===== config.mk =====
export PLATFORM = sky130hd
export DESIGN_NAME = done_seq_gen_flat
export DESIGN_NICKNAME = d
export VERILOG_FILES = /design/src/rtl/done_seq_gen_pkg.sv /design/src/rtl/done_seq_gen_if.sv /design/src/rtl/done_seq_gen_onehot_shift_reg.sv /design/src/rtl/done_seq_gen.sv /design/src/flat_wrapper.sv
export SDC_FILE = /design/constraint.sdc
export NUM_CORES = 1
export LEC_CHECK = 0
export CORE_ASPECT_RATIO = 1.25
export CORE_MARGIN = 2
export CORE_UTILIZATION = 42
export CTS_BUF_LIST = sky130_fd_sc_hd__clkbuf_16
export DETAILED_ROUTE_END_ITERATION = 6
export PLACE_DENSITY = 0.76
export SYNTH_ARGS = -nofsm -noshare
export SYNTH_HDL_FRONTEND = slang
export SYNTH_SLANG_ARGS = --single-unit

===== constraint.sdc =====
create_clock -name clk -period 13.5 [get_ports clk]
set_input_delay 2.7 -clock clk [delete_from_list [all_inputs] [get_ports clk]]
set_output_delay 2.7 -clock clk [all_outputs]
set_load 0.02 [all_outputs]

===== src/rtl/done_seq_gen_pkg.sv =====
// Shared constants for the per-step done-signal generator: state encoding,
// default slot count and the one-hot shifter operation codes.
`ifndef WIDTH_TIME
`define WIDTH_TIME 64
`endif

package done_seq_gen_pkg;

  // Scheduler and solver stages size their slot vectors from this value.
  localparam int DEF_NUM_SLOTS = 350;
  localparam int DEF_CNT_W     = 12;
  localparam int DEF_TIME_W    = `WIDTH_TIME;

  typedef enum logic {
    ST_IDLE = 1'b0,
    ST_RUN  = 1'b1
  } state_e;

  typedef enum logic [1:0] {
    SR_HOLD  = 2'd0,
    SR_LOAD  = 2'd1,
    SR_SHIFT = 2'd2,
    SR_CLEAR = 2'd3
  } sr_op_e;

endpackage


===== src/rtl/done_seq_gen_if.sv =====
// Scheduler-facing bundle of the done-sequence generator: step request and
// control in, slot strobes and status out.
interface done_seq_gen_if
  import done_seq_gen_pkg::*;
#(
  parameter int NUM_SLOTS = DEF_NUM_SLOTS,
  parameter int CNT_W     = DEF_CNT_W,
  parameter int TIME_W    = DEF_TIME_W
);
  logic                 start;
  logic [TIME_W-1:0]    sim_time;
  logic [CNT_W-1:0]     last_slot;
  logic                 hold;
  logic                 abort;
  logic [NUM_SLOTS:0]   done_sig;
  logic [CNT_W-1:0]     slot;
  logic                 busy;
  logic                 step_done;
  logic                 overrun;

  modport master (
    output start, sim_time, last_slot, hold, abort,
    input  done_sig, slot, busy, step_done, overrun
  );

  modport slave (
    input  start, sim_time, last_slot, hold, abort,
    output done_sig, slot, busy, step_done, overrun
  );
endinterface


===== src/rtl/done_seq_gen_onehot_shift_reg.sv =====
// One-hot strobe register: loads bit 1, walks left one position per shift,
// holds or clears. Bit 0 is never set.
module onehot_shift_reg
  import done_seq_gen_pkg::*;
#(
  parameter int W = DEF_NUM_SLOTS + 1
) (
  input  logic         clk,
  input  logic         sta,
  input  sr_op_e       op,
  output logic [W-1:0] q
);

  always_ff @(posedge clk or posedge sta) begin
    if (sta) begin
      q <= '0;
    end else begin
      case (op)
        SR_LOAD:  q <= W'(2);
        SR_SHIFT: q <= {q[W-2:0], 1'b0};
        SR_CLEAR: q <= '0;
        default:  q <= q;
      endcase
    end
  end

endmodule


===== src/rtl/done_seq_gen.sv =====
// Per-step done-signal generator: walks a one-hot strobe over slots
// 1..last_slot once per accepted start, with hold, abort and overrun tracking.
module done_seq_gen
  import done_seq_gen_pkg::*;
#(
  parameter int NUM_SLOTS = DEF_NUM_SLOTS,
  parameter int CNT_W     = DEF_CNT_W,
  parameter int TIME_W    = DEF_TIME_W
) (
  input logic           clk,
  input logic           sta,
  done_seq_gen_if.slave bus
);

  localparam int DS_W = NUM_SLOTS + 1;
  localparam logic [CNT_W-1:0] LAST_MAX = CNT_W'(NUM_SLOTS);
  localparam logic [DS_W-1:0]  DS_ONE   = DS_W'(1);

  if ((2 ** CNT_W) <= NUM_SLOTS) begin : g_cnt_w_check
    $error("done_seq_gen: CNT_W too narrow for NUM_SLOTS");
  end

  state_e           state_q, state_d;
  sr_op_e           sr_op;
  logic [CNT_W-1:0] slot_q, slot_d;
  logic [CNT_W-1:0] last_q, last_d;
  logic [CNT_W-1:0] last_clamped;
  logic             step_done_q, step_done_d;
  logic             overrun_q;
  logic [DS_W-1:0]  done_sig_q;
  logic             accept;
  logic             at_last;

  assign accept       = bus.start && (bus.sim_time != '0) && !bus.abort;
  assign at_last      = (slot_q == last_q);
  // Zero or out-of-range step lengths fall back to the full slot range.
  assign last_clamped = ((bus.last_slot == '0) || (bus.last_slot > LAST_MAX))
                        ? LAST_MAX : bus.last_slot;

  always_ff @(posedge clk or posedge sta) begin
    if (sta) state_q <= ST_IDLE;
    else     state_q <= state_d;
  end

  always_comb begin
    state_d = state_q;
    case (state_q)
      ST_IDLE: if (accept) state_d = ST_RUN;
      ST_RUN:  if (bus.abort || (!bus.hold && at_last)) state_d = ST_IDLE;
      default: state_d = ST_IDLE;
    endcase
  end

  // Abort outranks hold, which outranks both advance and completion.
  always_comb begin
    sr_op       = SR_HOLD;
    slot_d      = slot_q;
    last_d      = last_q;
    step_done_d = 1'b0;
    case (state_q)
      ST_IDLE: begin
        if (accept) begin
          sr_op  = SR_LOAD;
          slot_d = CNT_W'(1);
          last_d = last_clamped;
        end
      end
      ST_RUN: begin
        if (bus.abort) begin
          sr_op  = SR_CLEAR;
          slot_d = '0;
        end else if (bus.hold) begin
          sr_op  = SR_HOLD;
        end else if (at_last) begin
          sr_op       = SR_CLEAR;
          slot_d      = '0;
          step_done_d = 1'b1;
        end else begin
          sr_op  = SR_SHIFT;
          slot_d = slot_q + CNT_W'(1);
        end
      end
      default: begin
        sr_op  = SR_CLEAR;
        slot_d = '0;
      end
    endcase
  end

  always_ff @(posedge clk or posedge sta) begin
    if (sta) begin
      slot_q      <= '0;
      last_q      <= LAST_MAX;
      step_done_q <= 1'b0;
      overrun_q   <= 1'b0;
    end else begin
      slot_q      <= slot_d;
      last_q      <= last_d;
      step_done_q <= step_done_d;
      // Includes the completion cycle: the sequence is still busy there.
      if (bus.start && (state_q == ST_RUN)) overrun_q <= 1'b1;
    end
  end

  onehot_shift_reg #(.W(DS_W)) u_strobe (
    .clk (clk),
    .sta (sta),
    .op  (sr_op),
    .q   (done_sig_q)
  );

  assign bus.done_sig  = done_sig_q;
  assign bus.slot      = slot_q;
  assign bus.busy      = (state_q == ST_RUN);
  assign bus.step_done = step_done_q;
  assign bus.overrun   = overrun_q;

  a_onehot0 : assert property (@(posedge clk) disable iff (sta)
    $onehot0(done_sig_q));
  a_slot_strobe : assert property (@(posedge clk) disable iff (sta)
    (state_q == ST_RUN) |-> (done_sig_q == (DS_ONE << slot_q)));
  a_slot_bound : assert property (@(posedge clk) disable iff (sta)
    slot_q <= last_q);

endmodule


===== src/flat_wrapper.sv =====
// flat-port wrapper written by rule: the top's interface ports become plain ports
module done_seq_gen_flat import done_seq_gen_pkg::*;
#(
  parameter int NUM_SLOTS = DEF_NUM_SLOTS,
  parameter int CNT_W     = DEF_CNT_W,
  parameter int TIME_W    = DEF_TIME_W
)
  (clk, sta, bus_start, bus_sim_time, bus_last_slot, bus_hold, bus_abort, bus_done_sig, bus_slot, bus_busy, bus_step_done, bus_overrun);
  done_seq_gen_if #(.NUM_SLOTS(NUM_SLOTS), .CNT_W(CNT_W), .TIME_W(TIME_W)) bus_i ();
  input logic clk;
  input logic sta;
  input wire logic [$bits(bus_i.start)-1:0] bus_start;
  input wire logic [$bits(bus_i.sim_time)-1:0] bus_sim_time;
  input wire logic [$bits(bus_i.last_slot)-1:0] bus_last_slot;
  input wire logic [$bits(bus_i.hold)-1:0] bus_hold;
  input wire logic [$bits(bus_i.abort)-1:0] bus_abort;
  output wire logic [$bits(bus_i.done_sig)-1:0] bus_done_sig;
  output wire logic [$bits(bus_i.slot)-1:0] bus_slot;
  output wire logic [$bits(bus_i.busy)-1:0] bus_busy;
  output wire logic [$bits(bus_i.step_done)-1:0] bus_step_done;
  output wire logic [$bits(bus_i.overrun)-1:0] bus_overrun;
  assign bus_i.start = bus_start;
  assign bus_i.sim_time = bus_sim_time;
  assign bus_i.last_slot = bus_last_slot;
  assign bus_i.hold = bus_hold;
  assign bus_i.abort = bus_abort;
  assign bus_done_sig = bus_i.done_sig;
  assign bus_slot = bus_i.slot;
  assign bus_busy = bus_i.busy;
  assign bus_step_done = bus_i.step_done;
  assign bus_overrun = bus_i.overrun;
  done_seq_gen #(.NUM_SLOTS(NUM_SLOTS), .CNT_W(CNT_W), .TIME_W(TIME_W)) u_core (.clk(clk), .sta(sta), .bus(bus_i));
endmodule

-- Word level (Yosys, flattened, before mapping)
Index checks and enable logic that the tools add are counted.
- flip-flop bits (word level): 378
- input port bits: 81
- output and inout port bits: 366
- word-level logic and storage cells: 47
- add/subtract/negate cells: 1
- magnitude comparators: 1
- eq/ne operators: 6
- multiplexer cells: 19
- bitwise logic cells: 1
- reductions and logical operators: 13
- operators by type and width (cell ; number):
    $pmux 351 s3 ; 1
    $reduce_bool 64->1 ; 1
    $mux 12 ; 5
    $pmux 12 s2 ; 1
    $add 12x1->12 const B ; 1
    $eq 12x12->1 ; 1
    $gt 12x9->1 const B ; 1
    $logic_not 12->1 ; 1
    $mux 1 ; 8
    $eq 2x2->1 const B ; 2
    $logic_and 1x1->1 ; 4
    $mux 2 ; 2
    $pmux 2 s2 ; 1
    $reduce_and 2->1 ; 2
    $ne 3x3->1 const B ; 1
    $reduce_bool 3->1 ; 1
    $eq 2x1->1 const B ; 1
    $logic_not 1->1 ; 2
    $logic_or 1x1->1 ; 2
    $ne 2x1->1 const B ; 1
    $pmux 1 s2 ; 1
    $not 1->1 ; 1

-- Depth between registers and ports, before layout
Gate-level depths: netlist of the first run.
- word-level depth: 7
- mapped depth: 9
- gate-level depth less buffers: 5

-- Cells and area by module
From an unflattened synthesis of the first run, not the netlist that was laid out.
- cell total of the unflattened synthesis: 1315
- area total of the unflattened synthesis: 15904.0 um^2
- modules (own cells, without submodules) (module ; instances ; cells an instance ; area each (um^2)):
    onehot_shift_reg ; 1 ; 1131 ; 14163.6
    done_seq_gen ; 1 ; 184 ; 1740.4

-- Least setup slack after synthesis of the first run
No wires, ideal clock.
- kind: input to register
- start: input port bus_sim_time[4]
- end: register u_core.last_q[5]
- data arrival time: 4.329 ns
- required time: 13.375 ns
- path slack: 9.046 ns
- cell stages on the path: 7
- buffers on the path: 2
- path through: nor4_1 > nand4_1 > or4_1 > buf_2 > and2_1 > clkbuf_1 > mux2_2
- cells in the longest elaborated chain, start to end: 4
- ends and longest elaborated chain (item ; RTL line ; text):
    start: declaration ; flat_wrapper.sv:13 ; input wire logic [$bits(bus_i.sim_time)-1:0] bus_sim_time;
    $reduce_bool 64->1 ; done_seq_gen.sv:34 ; assign accept = bus.start && (bus.sim_time != '0) && !bus.abort;
    $logic_and 1x1->1 (2 in series) ; done_seq_gen.sv:34 ;
    $reduce_and 2->1 (no source line) ; - ;
    end signal: assignment ; done_seq_gen.sv:98 ; last_q <= last_d;
    end: declaration ; done_seq_gen.sv:26 ; logic [CNT_W-1:0] last_q, last_d;
No other way between the ends.
A chain may end at the register's enable or synchronous reset.

-- Worst setup path in the final report of the first run
- start: input port bus_sim_time[32]
- end: register u_core.u_strobe.q[105]
- cells in the longest elaborated chain, start to end: 7
- elaborated cells between the ends (all ways): 10
- ends and longest elaborated chain (item ; RTL line ; text):
    $reduce_bool 64->1 (*) ; done_seq_gen.sv:34 ;
    $logic_and 1x1->1 (*) (2 in series) ; done_seq_gen.sv:34 ;
    $mux 1 (*) ; done_seq_gen.sv:62 ; if (accept) begin
    $pmux 2 s2 (*) ; done_seq_gen.sv:60 ; case (state_q)
    $eq 2x2->1 / $eq 2x1->1 (equally long branches) ; done_seq_gen_onehot_shift_reg.sv:18 ; case (op)
    $pmux 351 s3 / $reduce_bool 3->1 (equally long branches) ; - ;
    end signal: assignment ; done_seq_gen_onehot_shift_reg.sv:20 ; SR_SHIFT: q <= {q[W-2:0], 1'b0};
    end signal: assignment ; done_seq_gen_onehot_shift_reg.sv:22 ; default: q <= q;
    end: declaration ; done_seq_gen_onehot_shift_reg.sv:11 ; output logic [W-1:0] q
Mark *: on every way between the ends. The rest lies on a longest branch, timed or not. The select of a mux whose other input is x is not followed.

==> results of run 1 <==
## area by class of cell
| cell class | count | area share |
|---|---|---|
| tap | 418 | 0.0266 |
| timing repair buffer | 454 | 0.231 |
| clock inverter | 31 | 0.0119 |
| inverter | 9 | 0.00210 |
| clock buffer | 38 | 0.0484 |
| multi-input combinational | 480 | 0.200 |
| sequential | 377 | 0.480 |
## registers in the layout (all words and copies together) (netlist names)
| signal | count |
|---|---|
| u_core.bus.busy | 1 |
| u_core.bus.overrun | 1 |
| u_core.last_q | 12 |
| u_core.bus.step_done | 1 |
| u_core.bus.slot | 12 |
| u_core.u_strobe.q | 350 |
## cells in the mapped netlist, drive strengths merged, types with 2 or more instances
cell type  instances
a21o               2
a21oi              5
a22o             349
a31oi              4
and2               4
and3              14
buf               39
clkbuf            44
dfrtp            371
dfstp              6
inv                9
nand2              9
nand3              5
nand4              6
nor2               5
nor2b              3
nor3               5
nor4              20
o211ai             5
o21ai              7
xnor2              4
xor2              18
## kinds of logic after synthesis
| kind of cell | after synthesis | share of synthesized area |
|---|---|---|
| AO/OA/AOI/OAI | 376 | 0.234 |
| XOR/XNOR | 22 | 0.0139 |
| adder cells (fa/ha/maj) | 1 | 0.000904 |
| buffers and inverters | 92 | 0.0346 |
| flip-flops | 377 | 0.682 |
| multiplexers | 2 | 0.00154 |
| other | 1 | 0.000271 |
| AND/OR/NAND/NOR | 78 | 0.0327 |
## stage by stage
step,std cells,hold WS [ns],utilization,power [mW],setup WS [ns]
after floorplan,949,0.469,-,1.27,0.338
after global placement,1738,0.444,0.567,1.31,6.54
after detailed placement,1738,0.447,0.567,1.31,6.47
after CTS,1807,0.462,0.603,2.33,7.02
after global routing,1807,0.479,0.603,2.38,6.82
final,1807,0.457,0.603,2.30,7.22
## power by group through the flow
stage / Clock, mW / Sequential [mW] / Combinational [mW]
after floorplan: 0 / 1.17 / 0.0959
after global placement: 0 / 1.17 / 0.142
final: 1.01 / 1.15 / 0.143
after global routing: 1.08 / 1.15 / 0.159
after detailed placement: 0 / 1.17 / 0.145
after CTS: 1.03 / 1.15 / 0.145
## metal layers
layer,vias up,track usage,wire length [microns]
met1,5238,0.264,14500
met3,97,0.0471,2370
li1,4471,-,-
met4,0,0.120,2110
met2,415,0.346,18700
met5,-,0,0
## worst register-to-register path: cells and delay by family (launching register included)
kind                   cells  cell delay, ns
AO/OA/AOI/OAI              1            0.37
XOR/XNOR                   1            0.18
buffers and inverters      2            1.81
flip-flops                 1            0.53
AND/OR/NAND/NOR            3            1.07
## worst paths after layout
path / endpoint / depth (start not counted) / slack, ns / start
max: u_core.u_strobe.q[105] / 8 / 7.22 / bus_sim_time[32]
min: u_core.bus.overrun / 1 / 0.46 / u_core.bus.overrun
max reg2reg: u_core.u_strobe.q[273] / 7 / 9.48 / u_core.bus.slot[3]
min reg2reg: u_core.bus.overrun / 1 / 0.46 / u_core.bus.overrun
max in group asynchronous: u_core.u_strobe.q[83] / 4 / 8.60 / sta
min in group asynchronous: u_core.u_strobe.q[254] / 2 / 2.73 / sta
==> impl_metrics.ini, run 1 <==
[timing]
finalCritPeriodShare = 0.466
slew_viol_final = 0
fmax_ghz = 0.159
tightest_slew_ns = 1.48
rsz0062_at_grt = false
max_slew_margin = 0.0147
finalSetupTns_ns = 0
hold_viol = 0
setup_viol = 0
period_needed_ns = 6.28
clock-skew-final_ns = 0.0235

[placed_design]
gp_congestion = 0.848
port_buffers = 445
dpl-instance-area_sq_mm = 0.0185
hpwl_mm = 25.1

[route]
firstDrtPassIters = 5
routedWlPerCell_microns = 20.9
num_vias = 10221
wirelength_mm = 37.7
vias_per_cell = 5.66
drc = 0
drt_iter0_drc = 902
ant_nets = 0

[global_routing]
grt_pass1_vias = 10160
grt_pass1_wl_mm = 58.4
antenna_found_initial = 0
grt_remaining_overflow = 0
grt_max_degree = 260
grt_util_all_layers = 0.212

[final_layout]
fillers = 2557
drive_gt1_frac = 0.0526
multi_input_area_sq_mm = 0.00393
final_area_sq_mm = 0.0197
finalNetCount = 1442
layout_commonest_cell = clkdlybuf4s50_1
layout_common_cells = 445 x clkdlybuf4s50_1, 371 x dfrtp_1, 349 x a22o_1, 38 x clkbuf_16, 20 x nor4_1
regArea_sq_mm = 0.00944
synthToLayoutAreaGrowth_pct = 42.0
num_antenna_cells = 0

[power]
power.density_mw_per_mm2 = 117
combPwrFrac = 0.062
power_leakage_nw = 8.98
swShare = 0.237
power.switching_uw = 543
peakVddDrop_mv = 0.125
seqPwrFrac = 0.500
p_int_mw = 1.75
p_clk_frac = 0.438

[clock_network]
hold_buffers = 0
numCtsBuffers = 38
cts_root_buf = clkbuf_16
htreeDepth = 2
clkSlewWorstSetupHoldPaths_ns = 0.05
cts_sinks = 377
cts_tree = yes
clock_path_buffers = 3
clk_latency_ns = 0.53
cts_resized = 0
post_cts.repair.setup_buffers = 0

[critical_path]
critPathLaunchType = input port
critPathBufInv = 3
critPathTopFamily = buffers and inverters
crit_path_end_kind = register
critical_path_class = in -> reg
crit_fanout = 259
critical_path.cell_chain = clkdlybuf4s50_1, nor4_1, nand4_1, or4_1, a21oi_4, buf_12, buf_4, a22o_1
critPathMaxStageDelay_ns = 0.85
cp.required_ns = 13.95
worstPathArrival_ns = 6.73
cpMaxStageDelayCell = buf_4

[floorplanning]
die_h_microns = 207
initial_core_util = 0.425
io_pins = 447
fp-row-count = 74
die_area_sq_mm = 0.0344
core_sq_mm = 0.0326
dieWidth_microns = 166

[yosys]
synth_cells = 949
synth_area_sq_mm = 0.0138
synth.distinct_cells = 39
ys_seq_area_frac = 0.682
synth-async-reset-ratio = 1.00
synth_top_cells_by_area = dfrtp_1 67%, a22o_1 22%, buf_4 1.8%, clkbuf_1 1.2%, dfstp_2 1.1%
ys_seq_elements = 377
synth.top_cell.area_share = 0.671
synthFlopType = dfrtp_1
syn_area_per_cell_sq_um = 14.6
synth_top_cell_by_area = dfrtp_1
synth_fp_nets = 1031
yosys_warnings = 0
synth_edf_count = 0

[outcome]
outcome = complete, no violations

[min_path]
hold_class = reg -> reg

[flow_run]
maxCapViolations = 0
No activity file was read; power rests on OpenSTA's default activity.
==> inputs of run 2 (changes only) <==
--- a/config.mk
+++ b/config.mk
@@ -7,10 +7,10 @@
 export LEC_CHECK = 0
 export CORE_ASPECT_RATIO = 1.25
 export CORE_MARGIN = 2
-export CORE_UTILIZATION = 42
+export CORE_UTILIZATION = 46
 export CTS_BUF_LIST = sky130_fd_sc_hd__clkbuf_16
 export DETAILED_ROUTE_END_ITERATION = 6
-export PLACE_DENSITY = 0.76
+export PLACE_DENSITY = 0.79
 export SYNTH_ARGS = -nofsm -noshare
 export SYNTH_HDL_FRONTEND = slang
 export SYNTH_SLANG_ARGS = --single-unit
==> constraint.sdc (replaced) <==
create_clock -name clk -period 6 [get_ports clk]
set_input_delay 1.2 -clock clk [delete_from_list [all_inputs] [get_ports clk]]
set_output_delay 1.2 -clock clk [all_outputs]
set_load 0.02 [all_outputs]
==> impl_metrics.ini, run 2 (synthesized netlist as in run 1, its figures left out) <==
[route]
num_vias = 10244
wirelength_mm = 37.8
routedWlPerCell_microns = 21.1
firstDrtPassIters = 6
ant_nets = 0
drt_iter0_drc = 721
vias_per_cell = 5.70
drc = 0

[min_path]
hold_path.startpoint = u_core.bus.overrun
hold_class = reg -> reg

[global_routing]
grt_max_degree = 183
grt_remaining_overflow = 0
grt_util_all_layers = 0.235
antenna_found_initial = 0
grt_pass1_wl_mm = 58.4
grt_pass1_vias = 10035

[final_layout]
layout_commonest_cell = clkdlybuf4s50_1
fillers = 2164
drive_gt1_frac = 0.0573
largest_register_ff_count = 350
largest-register = u_core.u_strobe.q
finalNetCount = 1450
num_antenna_cells = 0
final_area_sq_mm = 0.0198
synthToLayoutAreaGrowth_pct = 42.9
finalNonFillerCells = 1797
layout_common_cells = 445 x clkdlybuf4s50_1, 371 x dfrtp_1, 349 x a22o_1, 39 x clkbuf_16, 20 x nor4_1

[clock_network]
htreeDepth = 2
cts_resized = 0
clkSlewWorstSetupHoldPaths_ns = 0.06
numCtsBuffers = 38
cts_sinks = 377
clk_latency_ns = 0.52
cts_tree = yes
post_cts.repair.setup_buffers = 0
cts_root_buf = clkbuf_16
hold_buffers = 0
clock_path_buffers = 3

[floorplanning]
core_sq_mm = 0.0298
io_pins = 447
die_area_sq_mm = 0.0315
dieWidth_microns = 159
die_h_microns = 198
initial_core_util = 0.464
fp-row-count = 71

[critical_path]
critPathCapture = u_core.u_strobe.q[310]
critPathMaxStageDelay_ns = 0.77
reg2regPathDepth = 6
cp.required_ns = 6.45
cpMaxStageDelayCell = nor4_1
reg2reg_from = u_core.bus.slot[6]
crit_path_end_kind = register
critical_path.cell_chain = clkdlybuf4s50_1, nor4_1, nand4_1, or4_1, a21oi_4, buf_12, a22o_1
r2r_end = u_core.u_strobe.q[198]
worstPathArrival_ns = 4.52
crit_fanout = 111
critPathLaunchType = input port
ff2ff_setup_slack_ns = 3.41
critical_path_class = in -> reg
crit_start = bus_sim_time[16]

[timing]
setup_viol = 0
period_needed_ns = 4.07
fin_hold_ws_ns = 0.495
fmax_ghz = 0.245
hold_viol = 0
finalCritPeriodShare = 0.679
max_slew_margin = 0.278
clock-skew-final_ns = 0.0155
slew_viol_final = 0
finalSetupTns_ns = 0
tightest_slew_ns = 1.08
rsz0062_at_grt = false

[power]
p_int_mw = 3.95
power.density_mw_per_mm2 = 261
p_clk_frac = 0.433
peakVddDrop_mv = 0.185
combPwrFrac = 0.067
power_leakage_nw = 9.03
seqPwrFrac = 0.500
power.switching_mw = 1.22
fin_total_pwr_mw = 5.17
swShare = 0.236

[flow_run]
maxCapViolations = 0

[placed_design]
dp.cells = 1729
dpl-instance-area_sq_mm = 0.0186
port_buffers = 445
hpwl_mm = 25.8
gp_congestion = 0.875

[outcome]
outcome = complete, no violations
run 2: stage by stage:
stage / setup slack (ns) / utilization
3_3_place_gp: 1.35 / 0.624
4_1_cts: 1.83 / 0.663
2_1_floorplan: -0.259 / -
3_5_place_dp: 1.30 / 0.624
5_1_grt: 1.79 / 0.663
6_report: 1.93 / 0.663
run 2: worst min path at each step:
stage | to | cells after the start
6_report | u_core.bus.overrun | 1
3_3_place_gp | u_core.bus.overrun | 1
4_1_cts | u_core.bus.overrun | 1
3_5_place_dp | u_core.bus.overrun | 1
5_1_grt | u_core.last_q[1] | 2
2_1_floorplan | u_core.last_q[1] | 2
run 2: final cells by class:
| class | count | area (sq um) | share of cell area |
|---|---|---|---|
| flip-flops and latches | 377 | 9440 | 0.477 |
| repair buffers | 462 | 4710 | 0.238 |
| multi-input cells | 480 | 3930 | 0.199 |
| clock buffers | 39 | 976 | 0.0493 |
| well taps | 401 | 502 | 0.0254 |
| clock inverters | 29 | 193 | 0.00974 |
| inverters | 9 | 37.5 | 0.00190 |
run 2: routing by layer:
layer  track usage  up-vias  routed length (microns)
met4         0.133        0                     2130
met1         0.288     5203                    14300
met3        0.0547       98                     2460
met2         0.385      457                    18900
li1              -     4486                        -
met5             0        -                        0
run 2: worst max-delay path: cells and delay by family:
| family | cells | cell delay, ns |
|---|---|---|
| AOI/OAI and AO/OA | 2 | 0.72 |
| buffers and inverters | 2 | 0.84 |
| and+or+nand+nor | 3 | 1.70 |
run 2: power groups by stage:
stage / logic, mW / registers [mW] / clock network [mW]
finish: 0.345 / 2.58 / 2.24
global route: 0.378 / 2.58 / 2.39
CTS: 0.347 / 2.58 / 2.29
detailed placement: 0.347 / 2.63 / 0
global placement: 0.342 / 2.63 / 0
floorplan: 0.216 / 2.64 / 0
